[src/rtl/btn_repeat_ctrl.sv]
// Debounced button with press/release edge pulses and hold-to-repeat move pulses.
// One instance per button; all outputs are registered in the clk domain.
module btn_repeat_ctrl #(
  parameter int STABLE_CYCLES = 500000,
  parameter int REPEAT_DELAY  = 30000000,
  parameter int REPEAT_PERIOD = 5000000
) (
  input  logic clk,
  input  logic rst_n,
  input  logic btn_sync,
  input  logic enable,
  output logic btn_level,
  output logic press_pulse,
  output logic release_pulse,
  output logic move_pulse
);

  localparam int REP_MAX = (REPEAT_DELAY > REPEAT_PERIOD) ? REPEAT_DELAY : REPEAT_PERIOD;
  localparam int STAB_W  = $clog2(STABLE_CYCLES);
  localparam int REP_W   = $clog2(REP_MAX);

  localparam logic [STAB_W-1:0] STAB_TERM   = STAB_W'(STABLE_CYCLES - 1);
  localparam logic [REP_W-1:0]  DELAY_TERM  = REP_W'(REPEAT_DELAY - 1);
  localparam logic [REP_W-1:0]  PERIOD_TERM = REP_W'(REPEAT_PERIOD - 1);

  typedef enum logic [1:0] {
    IDLE   = 2'd0,
    DELAY  = 2'd1,
    REPEAT = 2'd2
  } state_t;

  state_t            state, state_nxt;
  logic [STAB_W-1:0] stab_cnt;
  logic [REP_W-1:0]  rep_cnt, rep_cnt_nxt;
  logic              press_nxt, release_nxt, move_nxt;
  logic              mismatch, flip, rise, fall;

  // The level flips on the edge that completes the stability window, so the
  // edge pulses are computed from that same edge and appear with the new level.
  assign mismatch = (btn_sync != btn_level);
  assign flip     = mismatch && (stab_cnt == STAB_TERM);
  assign rise     = flip && btn_sync;
  assign fall     = flip && !btn_sync;

  always_ff @(posedge clk) begin
    if (!rst_n) begin
      btn_level <= 1'b0;
      stab_cnt  <= '0;
    end else if (!mismatch) begin
      stab_cnt  <= '0;
    end else if (flip) begin
      btn_level <= btn_sync;
      stab_cnt  <= '0;
    end else begin
      stab_cnt  <= stab_cnt + STAB_W'(1);
    end
  end

  always_comb begin
    state_nxt   = state;
    rep_cnt_nxt = rep_cnt;
    press_nxt   = 1'b0;
    move_nxt    = 1'b0;
    release_nxt = fall;
    // A release beats a coinciding terminal count; disable parks the FSM.
    if (fall || !enable) begin
      state_nxt   = IDLE;
      rep_cnt_nxt = '0;
    end else begin
      case (state)
        IDLE: begin
          if (rise) begin
            state_nxt   = DELAY;
            rep_cnt_nxt = '0;
            press_nxt   = 1'b1;
            move_nxt    = 1'b1;
          end
        end
        DELAY: begin
          if (rep_cnt == DELAY_TERM) begin
            state_nxt   = REPEAT;
            rep_cnt_nxt = '0;
            move_nxt    = 1'b1;
          end else begin
            rep_cnt_nxt = rep_cnt + REP_W'(1);
          end
        end
        REPEAT: begin
          if (rep_cnt == PERIOD_TERM) begin
            rep_cnt_nxt = '0;
            move_nxt    = 1'b1;
          end else begin
            rep_cnt_nxt = rep_cnt + REP_W'(1);
          end
        end
        default: begin
          state_nxt   = IDLE;
          rep_cnt_nxt = '0;
        end
      endcase
    end
  end

  always_ff @(posedge clk) begin
    if (!rst_n) begin
      state         <= IDLE;
      rep_cnt       <= '0;
      press_pulse   <= 1'b0;
      release_pulse <= 1'b0;
      move_pulse    <= 1'b0;
    end else begin
      state         <= state_nxt;
      rep_cnt       <= rep_cnt_nxt;
      press_pulse   <= press_nxt;
      release_pulse <= release_nxt;
      move_pulse    <= move_nxt;
    end
  end

endmodule

[config.mk]
export PLATFORM = sky130hd
export DESIGN_NAME = btn_repeat_ctrl
export DESIGN_NICKNAME = d
export VERILOG_FILES = /design/src/rtl/btn_repeat_ctrl.sv
export SDC_FILE = /design/constraint.sdc
export NUM_CORES = 1
export LEC_CHECK = 0
export CAP_MARGIN = 30
export CORE_MARGIN = 2
export CORE_UTILIZATION = 45
export CTS_BUF_LIST = sky130_fd_sc_hd__clkbuf_8
export DETAILED_ROUTE_END_ITERATION = 16
export PLACE_DENSITY = 0.73
export SYNTH_ARGS = -nofsm -noshare
export SYNTH_HDL_FRONTEND = slang
export SYNTH_SLANG_ARGS = --single-unit
[constraint.sdc]
create_clock -name clk -period 5.5 [get_ports clk]
set_input_delay 0.825 -clock clk [delete_from_list [all_inputs] [get_ports clk]]
set_output_delay 0.825 -clock clk [all_outputs]
set_load 0.005 [all_outputs]
==> results of run 1 <==
[per-layer routing]
layer,global-route usage (%),wire length [um]
met4,7.67,76
met2,32.6,2820
met1,23.2,2700
met5,0,0
met3,3.52,212
[metrics by stage]
| step | util (%) | std cells | hold slack (ps) |
|---|---|---|---|
| 3_5_place_dp | 48.0 | 401 | 459 |
| 4_1_cts | 50.0 | 409 | 483 |
| 6_report | 50.0 | 409 | 475 |
| 2_1_floorplan | - | 332 | 430 |
| 5_1_grt | 50.0 | 409 | 499 |
| 3_3_place_gp | 48.0 | 401 | 446 |
[flip-flops by register name, indices dropped and copies added (netlist names)]
name,flops
rep_cnt,25
release_pulse,1
stab_cnt,19
state,2
press_pulse,1
btn_level,1
move_pulse,1
[worst min-delay path by stage]
stage                            from          end  cells past startpoint
final                     stab_cnt[0]  stab_cnt[0]                      1
after global routing      stab_cnt[0]  stab_cnt[0]                      1
after CTS                 stab_cnt[0]  stab_cnt[0]                      1
after detailed placement  stab_cnt[0]  stab_cnt[0]                      1
after global placement    stab_cnt[0]  stab_cnt[0]                      1
after floorplan           stab_cnt[0]  stab_cnt[0]                      1
[final cells by class]
type	instances	area (um^2)	area share (%)
multi-input cells	260	1630	55.2
flip-flops and latches	50	1000	34.0
well taps	75	93.8	3.19
repair buffers	8	77.6	2.63
clock buffers	5	68.8	2.34
clock inverters	3	47.5	1.61
inverters	8	30.0	1.02
[layout by cell type, fill, tap and decap left out, types with 2 or more instances in the layout]
master           netlist  layout
dfxtp_1               50      50
nand3_1               34      34
nor2_1                34      34
nand2_1               33      33
nand4_1               16      16
a31oi_1               14      14
or3_1                 13      13
a21oi_1               11      11
xor2_1                 9       9
xnor2_1                9       9
inv_1                  8       8
nor3_1                 8       8
o21ai_0                8       8
ha_1                   7       7
clkdlybuf4s50_1        0       7
or4_1                  6       6
and4_1                 5       5
and3_1                 5       5
a211oi_1               5       5
clkbuf_8               0       5
a22oi_1                4       4
nor2b_1                3       3
nor4_1                 3       3
or3b_1                 3       3
o211ai_1               3       3
o31ai_1                3       3
o41ai_2                2       2
and2_1                 2       2
[logic make-up after synthesis]
| group | synth area share, % |
|---|---|
| buffers and inverters | 3.36 |
| muxes | 0.783 |
| and+or+nand+nor | 35.3 |
| DFF | 36.8 |
| xor gates and xnor gates | 5.80 |
| AOI/OAI and AO/OA | 14.7 |
| adders and majority gates | 3.22 |
[where the power goes]
group | total [mW] | switching, mW | leakage, nW | internal (mW)
Sequential | 0.363 | 0.000653 | 0.403 | 0.362
Combinational | 0.0136 | 0.00940 | 0.354 | 0.00416
Clock | 0.272 | 0.134 | 0.0587 | 0.138
[worst reg2reg max path: cells and delay by family (launching register included)]
kind,cells,cell delay [ps]
adder cells (fa/ha/maj),1,310
AO/OA/AOI/OAI,4,1640
flip-flops,1,390
AND/OR/NAND/NOR,2,530
==> impl_metrics.toml, run 1 <==
[synth]
yosys.area.top_type = "dfxtp_1"
yosys_most_used_dff = "dfxtp_1"
synth_cell_types = 49
avgSynthCellArea_um2 = 8.19
synth-async-reset-ratio_pct = 0
synth_nets = 343
synthTopCellsByArea = "dfxtp_1 37%, nand3_1 6.3%, nor2_1 4.7%, nand2_1 4.6%, nand4_1 3.7%"
ys_seq_area_share_pct = 36.8
synthCells = 332
synth_area_um2 = 2720
synth-seq-cells = 50
synth_common_cells = "50 x dfxtp_1, 34 x nand3_1, 34 x nor2_1"
synth-edff-count = 0
ys.warnings.count = 0
synth.most_common_cell = "dfxtp_1"
synth_top_cell_area_share_pct = 36.8

[detailed_routing]
dr.first_iter.drc_count = 250
dr.pass1.iters = 4
wirelength_mm = 5.82
avgViaCountPerCell = 5.93
post_drt_wl_per_cell_um = 14.2
vias = 2424
ant_nets = 0
route.detailed.drc = 0

[cts]
cts_max_level = 2
path_clk_slew_ps = 100
insertion_delay_ps = 320
cts_buffers = 5
cts_setup_buffers = 0
cts_buffer_depth = 2
cts_tree = "done"
cts_resized = 0
clock_sinks = 50
cts-root-buf = "clkbuf_8"
hold_buffers = 0

[timing]
setup_slack_ps = 2390
relSlewSlack_pct = 39.4
finalHoldViolCount = 0
period_minus_slack_ps = 3110
fmax_ghz = 0.321
slew_viol_final = 0
fin_crit_sh_pct = 56.6
rsz0062_at_grt = "false"
skew_ps = 11.5
finalSetupTns_ps = 0
worstMarginPinSlew_ps = 910
setup_viol = 0

[final_layout]
antenna_cells = 0
fillers = 563
syn2layout_area_growth_pct = 8.33
drive_above_1_share_pct = 6.59
final_net_count = 344
fin_area_um2 = 2940

[place]
dp_hpwl_mm = 4.06
gp_congestion = 0.826
pre_cts_ws_ps = 2060
io_buffers = 7
place_area_um2 = 2830

[grt]
track_usage_pct = 18.9
antenna_found_initial = 0
gr-total-overflow = 0
grt_pass1_wl_mm = 9.90
grt_max_degree = 25
grt_pass1_vias = 2223

[die]
dieWidth_um = 81.7
die_h_um = 81.7
start_util_pct = 46.2
row_count = 28
pin_count = 8
die_area_um2 = 6680
core_um2 = 5890

[power]
p_leak_nw = 0.815
power_uw = 648
power_density_nw_per_um2 = 220
vdd_drop_max_uv = 164

[critical_path]
critPathMaxFanout = 24
r2r_start = "rep_cnt[0]"
crit_buf_inv = 2
crit_path_cell_trace = "clkdlybuf4s50_1 -> xnor2_1 -> nor4_4 -> a31oi_2 -> buf_4 -> a211o_4 -> or4_1 -> a31oi_1"
cp.depth = 8
r2r-end = "rep_cnt[3]"
endpoint_kind = "register"
rr_worst_depth = 7
startpoint_type = "input pin"
cp_top_family = "simple AND/OR/NAND/NOR gates"
slowest_stage = "clkdlybuf4s50_1"
cp-startpoint = "btn_sync"
reg2reg_slack_ps = 2510
worstPathArrival_ps = 3360
crit_required_ps = 5750
worst-setup-path-type = "in -> reg"
cp-endpoint = "rep_cnt[12]"
max_stage_delay_ps = 570

[run]
drv_cap = 0

[worst_hold_path]
min_path_type = "reg -> reg"

[run_status]
status = "finished clean"
Note: power is estimated with default switching activity, not from simulation.
==> run 2, diff against run 1 <==
Clock period 5.5 ns to 3 ns, I/O delays scaled along.
==> impl_metrics.toml, run 2 (synthesis results as in run 1) <==
[run_status]
status = "finished clean"

[cts]
cts-root-buf = "clkbuf_8"
clock_sinks = 50
cts_resized = 0
insertion_delay_ps = 320
cts_buffers = 5
cts_setup_buffers = 0
path_clk_slew_ps = 100
cts_max_level = 2
hold_buffers = 0
cts_tree = "done"
cts_buffer_depth = 2

[die]
pin_count = 8
die_h_um = 81.7
die_area_um2 = 6680
core_um2 = 5890
dieWidth_um = 81.7
start_util_pct = 46.2
row_count = 28

[final_layout]
largestRegisters = "rep_cnt: 25 flops, stab_cnt: 19 flops, state: 2 flops"
final_common_cell = "dfxtp_1"
largest_register_ff_count = 25
drive_above_1_share_pct = 7.69
final_net_count = 348
layout_common_cells = "50 x dfxtp_1, 34 x nand3_1, 34 x nor2_1, 33 x nand2_1, 16 x nand4_1"
syn2layout_area_growth_pct = 8.47
fin_util_pct = 50.1
final_cells = 413
antenna_cells = 0
largest-register = "rep_cnt"

[power]
p_leak_nw = 0.818
power_density_nw_per_um2 = 373
vdd_drop_max_uv = 255
power_mw = 1.10

[critical_path]
worstPathArrival_ps = 2860
cp.depth = 6
reg2reg_slack_ps = 380
critPathMaxFanout = 18
worst-setup-path-type = "reg -> reg"
rr_worst_depth = 6
crit_path_cell_trace = "or4bb_1 -> nor3_2 -> a31oi_2 -> a211o_4 -> or4_1 -> a31oi_1"
max_stage_delay_ps = 550
crit_required_ps = 3240
startpoint_type = "register"
endpoint_kind = "register"
crit_buf_inv = 0
cp_top_family = "simple AND/OR/NAND/NOR gates"
slowest_stage = "or4bb_1"

[timing]
fmax_ghz = 0.382
skew_ps = 6.43
worstMarginPinSlew_ps = 889
slew_viol_final = 0
hold_ws_ps = 471
fin_crit_sh_pct = 87.4
period_minus_slack_ps = 2620
finalSetupTns_ps = 0
setup_viol = 0
finalHoldViolCount = 0
relSlewSlack_pct = 40.7
rsz0062_at_grt = "false"

[worst_hold_path]
holdPathStages = 1
min_path_type = "reg -> reg"

[grt]
track_usage_pct = 19.0
grt_pass1_wl_mm = 9.91
grt_max_degree = 24
gr-total-overflow = 0
antenna_found_initial = 0
grt_pass1_vias = 2169

[detailed_routing]
dr.first_iter.drc_count = 176
post_drt_wl_per_cell_um = 14.5
ant_nets = 0
wirelength_mm = 5.99
route.detailed.drc = 0
dr.pass1.iters = 4
avgViaCountPerCell = 5.93
vias = 2451

[place]
gp_congestion = 0.828
dp.cells = 405
dp_hpwl_mm = 4.11
io_buffers = 7

[run]
drv_cap = 0
-- run 2: metrics by stage --
| step | setup slack (ps) | area (um^2) |
|---|---|---|
| after floorplan | 489 | 2720 |
| after global placement | 302 | 2860 |
| after detailed placement | 228 | 2860 |
| after CTS | 379 | 2950 |
| after global routing | 244 | 2950 |
| final | 379 | 2950 |
-- run 2: metal layers --
metal	track usage (%)	vias to the layer above	part of all wire, %
met4	5.00	0	1.2
met3	4.73	8	5.3
met2	32.6	66	47
met1	23.7	1138	46
met5	0	-	0
li1	-	1239	-
-- run 2: layout make-up --
cell class,instances,area (um^2)
clock buffers,5,68.8
fillers,567,2940
repair buffers,12,108
multi-input cells,260,1630
clock inverters,3,21.3
inverters,8,30.0
flip-flops and latches,50,1000
well taps,75,93.8
-- run 2: worst reg2reg max path: cells and delay by family (launching register included) --
kind	cells	cell delay, ps
compound gates	3	750
simple gates	3	1380
flops	1	420
-- run 2: where the power goes --
part	total (mW)	internal (mW)	switching (mW)
clock network	0.408	0.164	0.244
logic	0.0272	0.00931	0.0179
registers	0.666	0.664	0.00116
-- run 2: final timing paths --
path	end	startpoint
max	rep_cnt[12]	stab_cnt[8]
min	stab_cnt[0]	stab_cnt[0]
max reg2reg	rep_cnt[12]	stab_cnt[8]
min reg2reg	stab_cnt[0]	stab_cnt[0]
==> run 3, diff against run 2 <==
Settings changed: GPL_TIMING_DRIVEN from default to 0, SETUP_SLACK_MARGIN from default to 0.3.
==> impl_metrics.toml, run 3 (synthesis results as in run 1) <==
[run_status]
status = "finished clean"

[power]
vdd_drop_max_uv = 314
power_mw = 1.16
p_leak_nw = 0.879
power_density_nw_per_um2 = 378

[critical_path]
cp_top_family = "simple AND/OR/NAND/NOR gates"
crit_path_cell_trace = "nor4bb_1 -> nand4_1 -> o41ai_4 -> a21oi_2 -> clkbuf_2 -> a22oi_1 -> o31ai_1"
crit_buf_inv = 1
slowest_stage = "nor4bb_1"
crit_required_ps = 3180
critPathMaxFanout = 10
worst-setup-path-type = "reg -> reg"
startpoint_type = "register"
endpoint_kind = "register"
max_stage_delay_ps = 480
worstPathArrival_ps = 2780

[final_layout]
final_common_cell = "dfxtp_1"
syn2layout_area_growth_pct = 13.2
drive_above_1_share_pct = 8.24
antenna_cells = 0
largestRegisters = "rep_cnt: 25 flops, stab_cnt: 19 flops, state: 2 flops"
layout_common_cells = "50 x dfxtp_1, 34 x nor2_1, 33 x nand2_1, 33 x nand3_1, 16 x nand4_1"
fin_area_um2 = 3080
largest-register = "rep_cnt"
largest_register_ff_count = 25
fin_util_pct = 52.3
final_net_count = 362

[cts]
cts_buffers = 5
cts_tree = "done"
clock_sinks = 50
cts-root-buf = "clkbuf_8"
cts_max_level = 2
cts_buffer_depth = 2
path_clk_slew_ps = 100
insertion_delay_ps = 310

[grt]
antenna_found_initial = 0
grt_pass1_wl_mm = 10.2
gr-total-overflow = 0
track_usage_pct = 19.8
grt_max_degree = 15
grt_pass1_vias = 2213

[die]
die_h_um = 81.7
die_area_um2 = 6680
start_util_pct = 46.2
pin_count = 8
core_um2 = 5890
row_count = 28
dieWidth_um = 81.7

[detailed_routing]
vias = 2585
wirelength_mm = 6.33
ant_nets = 0
route.detailed.drc = 0
post_drt_wl_per_cell_um = 14.8
avgViaCountPerCell = 6.05
dr.first_iter.drc_count = 257
dr.pass1.iters = 5

[timing]
period_minus_slack_ps = 2600
skew_ps = 12.1
setup_viol = 0
relSlewSlack_pct = 54.5
fmax_ghz = 0.385
rsz0062_at_grt = "false"
worstMarginPinSlew_ps = 679
slew_viol_final = 0
finalHoldViolCount = 0
hold_ws_ps = 497
setup_slack_ps = 404
fin_crit_sh_pct = 86.5

[place]
pre_cts_ws_ps = -67.4
io_buffers = 7
dp_hpwl_mm = 4.36
place_area_um2 = 2880
gp_congestion = 0.908

[run]
drv_cap = 0

[worst_hold_path]
min_path_type = "reg -> reg"
==> run 3: cell types whose count changed in the layout (fill, tap and decap cells not counted), sizes merged <==
cell / before / now
clkinvlp: 1 / 0
buf: 5 / 7
bufinv: 0 / 1
inv: 8 / 10
dlymetal6s2s: 0 / 1
clkbuf: 5 / 17
clkinv: 2 / 0
clkdlybuf4s50: 7 / 6
==> run 3: layout make-up <==
class,instances,area (um^2)
sequential,50,1000
fill,543,2810
tap,75,93.8
buffer,14,62.6
clock buffer,5,68.8
inverter,8,30.0
multi-input combinational,260,1670
clock inverter,3,37.5
timing repair buffer,12,110
==> run 3: metrics by stage <==
| step | instances | TNS (ps) |
|---|---|---|
| 6_report | 427 | 0 |
| 3_5_place_dp | 414 | -179 |
| 4_1_cts | 424 | 0 |
| 3_3_place_gp | 414 | -169 |
| 5_1_grt | 427 | 0 |
| 2_1_floorplan | 332 | 0 |
==> run 3: report_power, final <==
part | internal [mW] | leakage (nW) | switching, mW
Combinational | 0.00834 | 0.416 | 0.0185
Sequential | 0.664 | 0.403 | 0.00122
Clock | 0.243 | 0.0607 | 0.228
==> run 3: worst register-to-register path, cell delays in order, from the launching register on <==
cell      delay (ps)
dfxtp_1          430
nor4bb_1         480
nand4_1          400
o41ai_4          360
a21oi_2          220
clkbuf_2         270
a22oi_1          200
o31ai_1          100
==> run 3: path summary, 6_finish.rpt <==
kind                                  start           to  slack [ps]  cells past startpoint
worst max-delay path            rep_cnt[22]   rep_cnt[3]         400                      7
worst min-delay path            stab_cnt[0]  stab_cnt[0]         500                      1
worst max register to register  rep_cnt[22]   rep_cnt[3]         400                      7
worst min register to register  stab_cnt[0]  stab_cnt[0]         500                      1
==> run 3: repair_timing <==
item,4_1_cts,5_1_grt
pin swaps,2,2
endpoints found under the setup margin,23,17
hold buffers,0,0
buffers inserted,2,3
gates resized for setup,2,7
==> run 3: metal layers <==
layer  part of all wire (%)  wire [um]  global-route usage (%)
met1                     45       2830                    24.6
met2                     48       3050                    33.4
met4                    1.9        123                    8.00
met3                    5.2        331                    4.07
met5                      0          0                       0
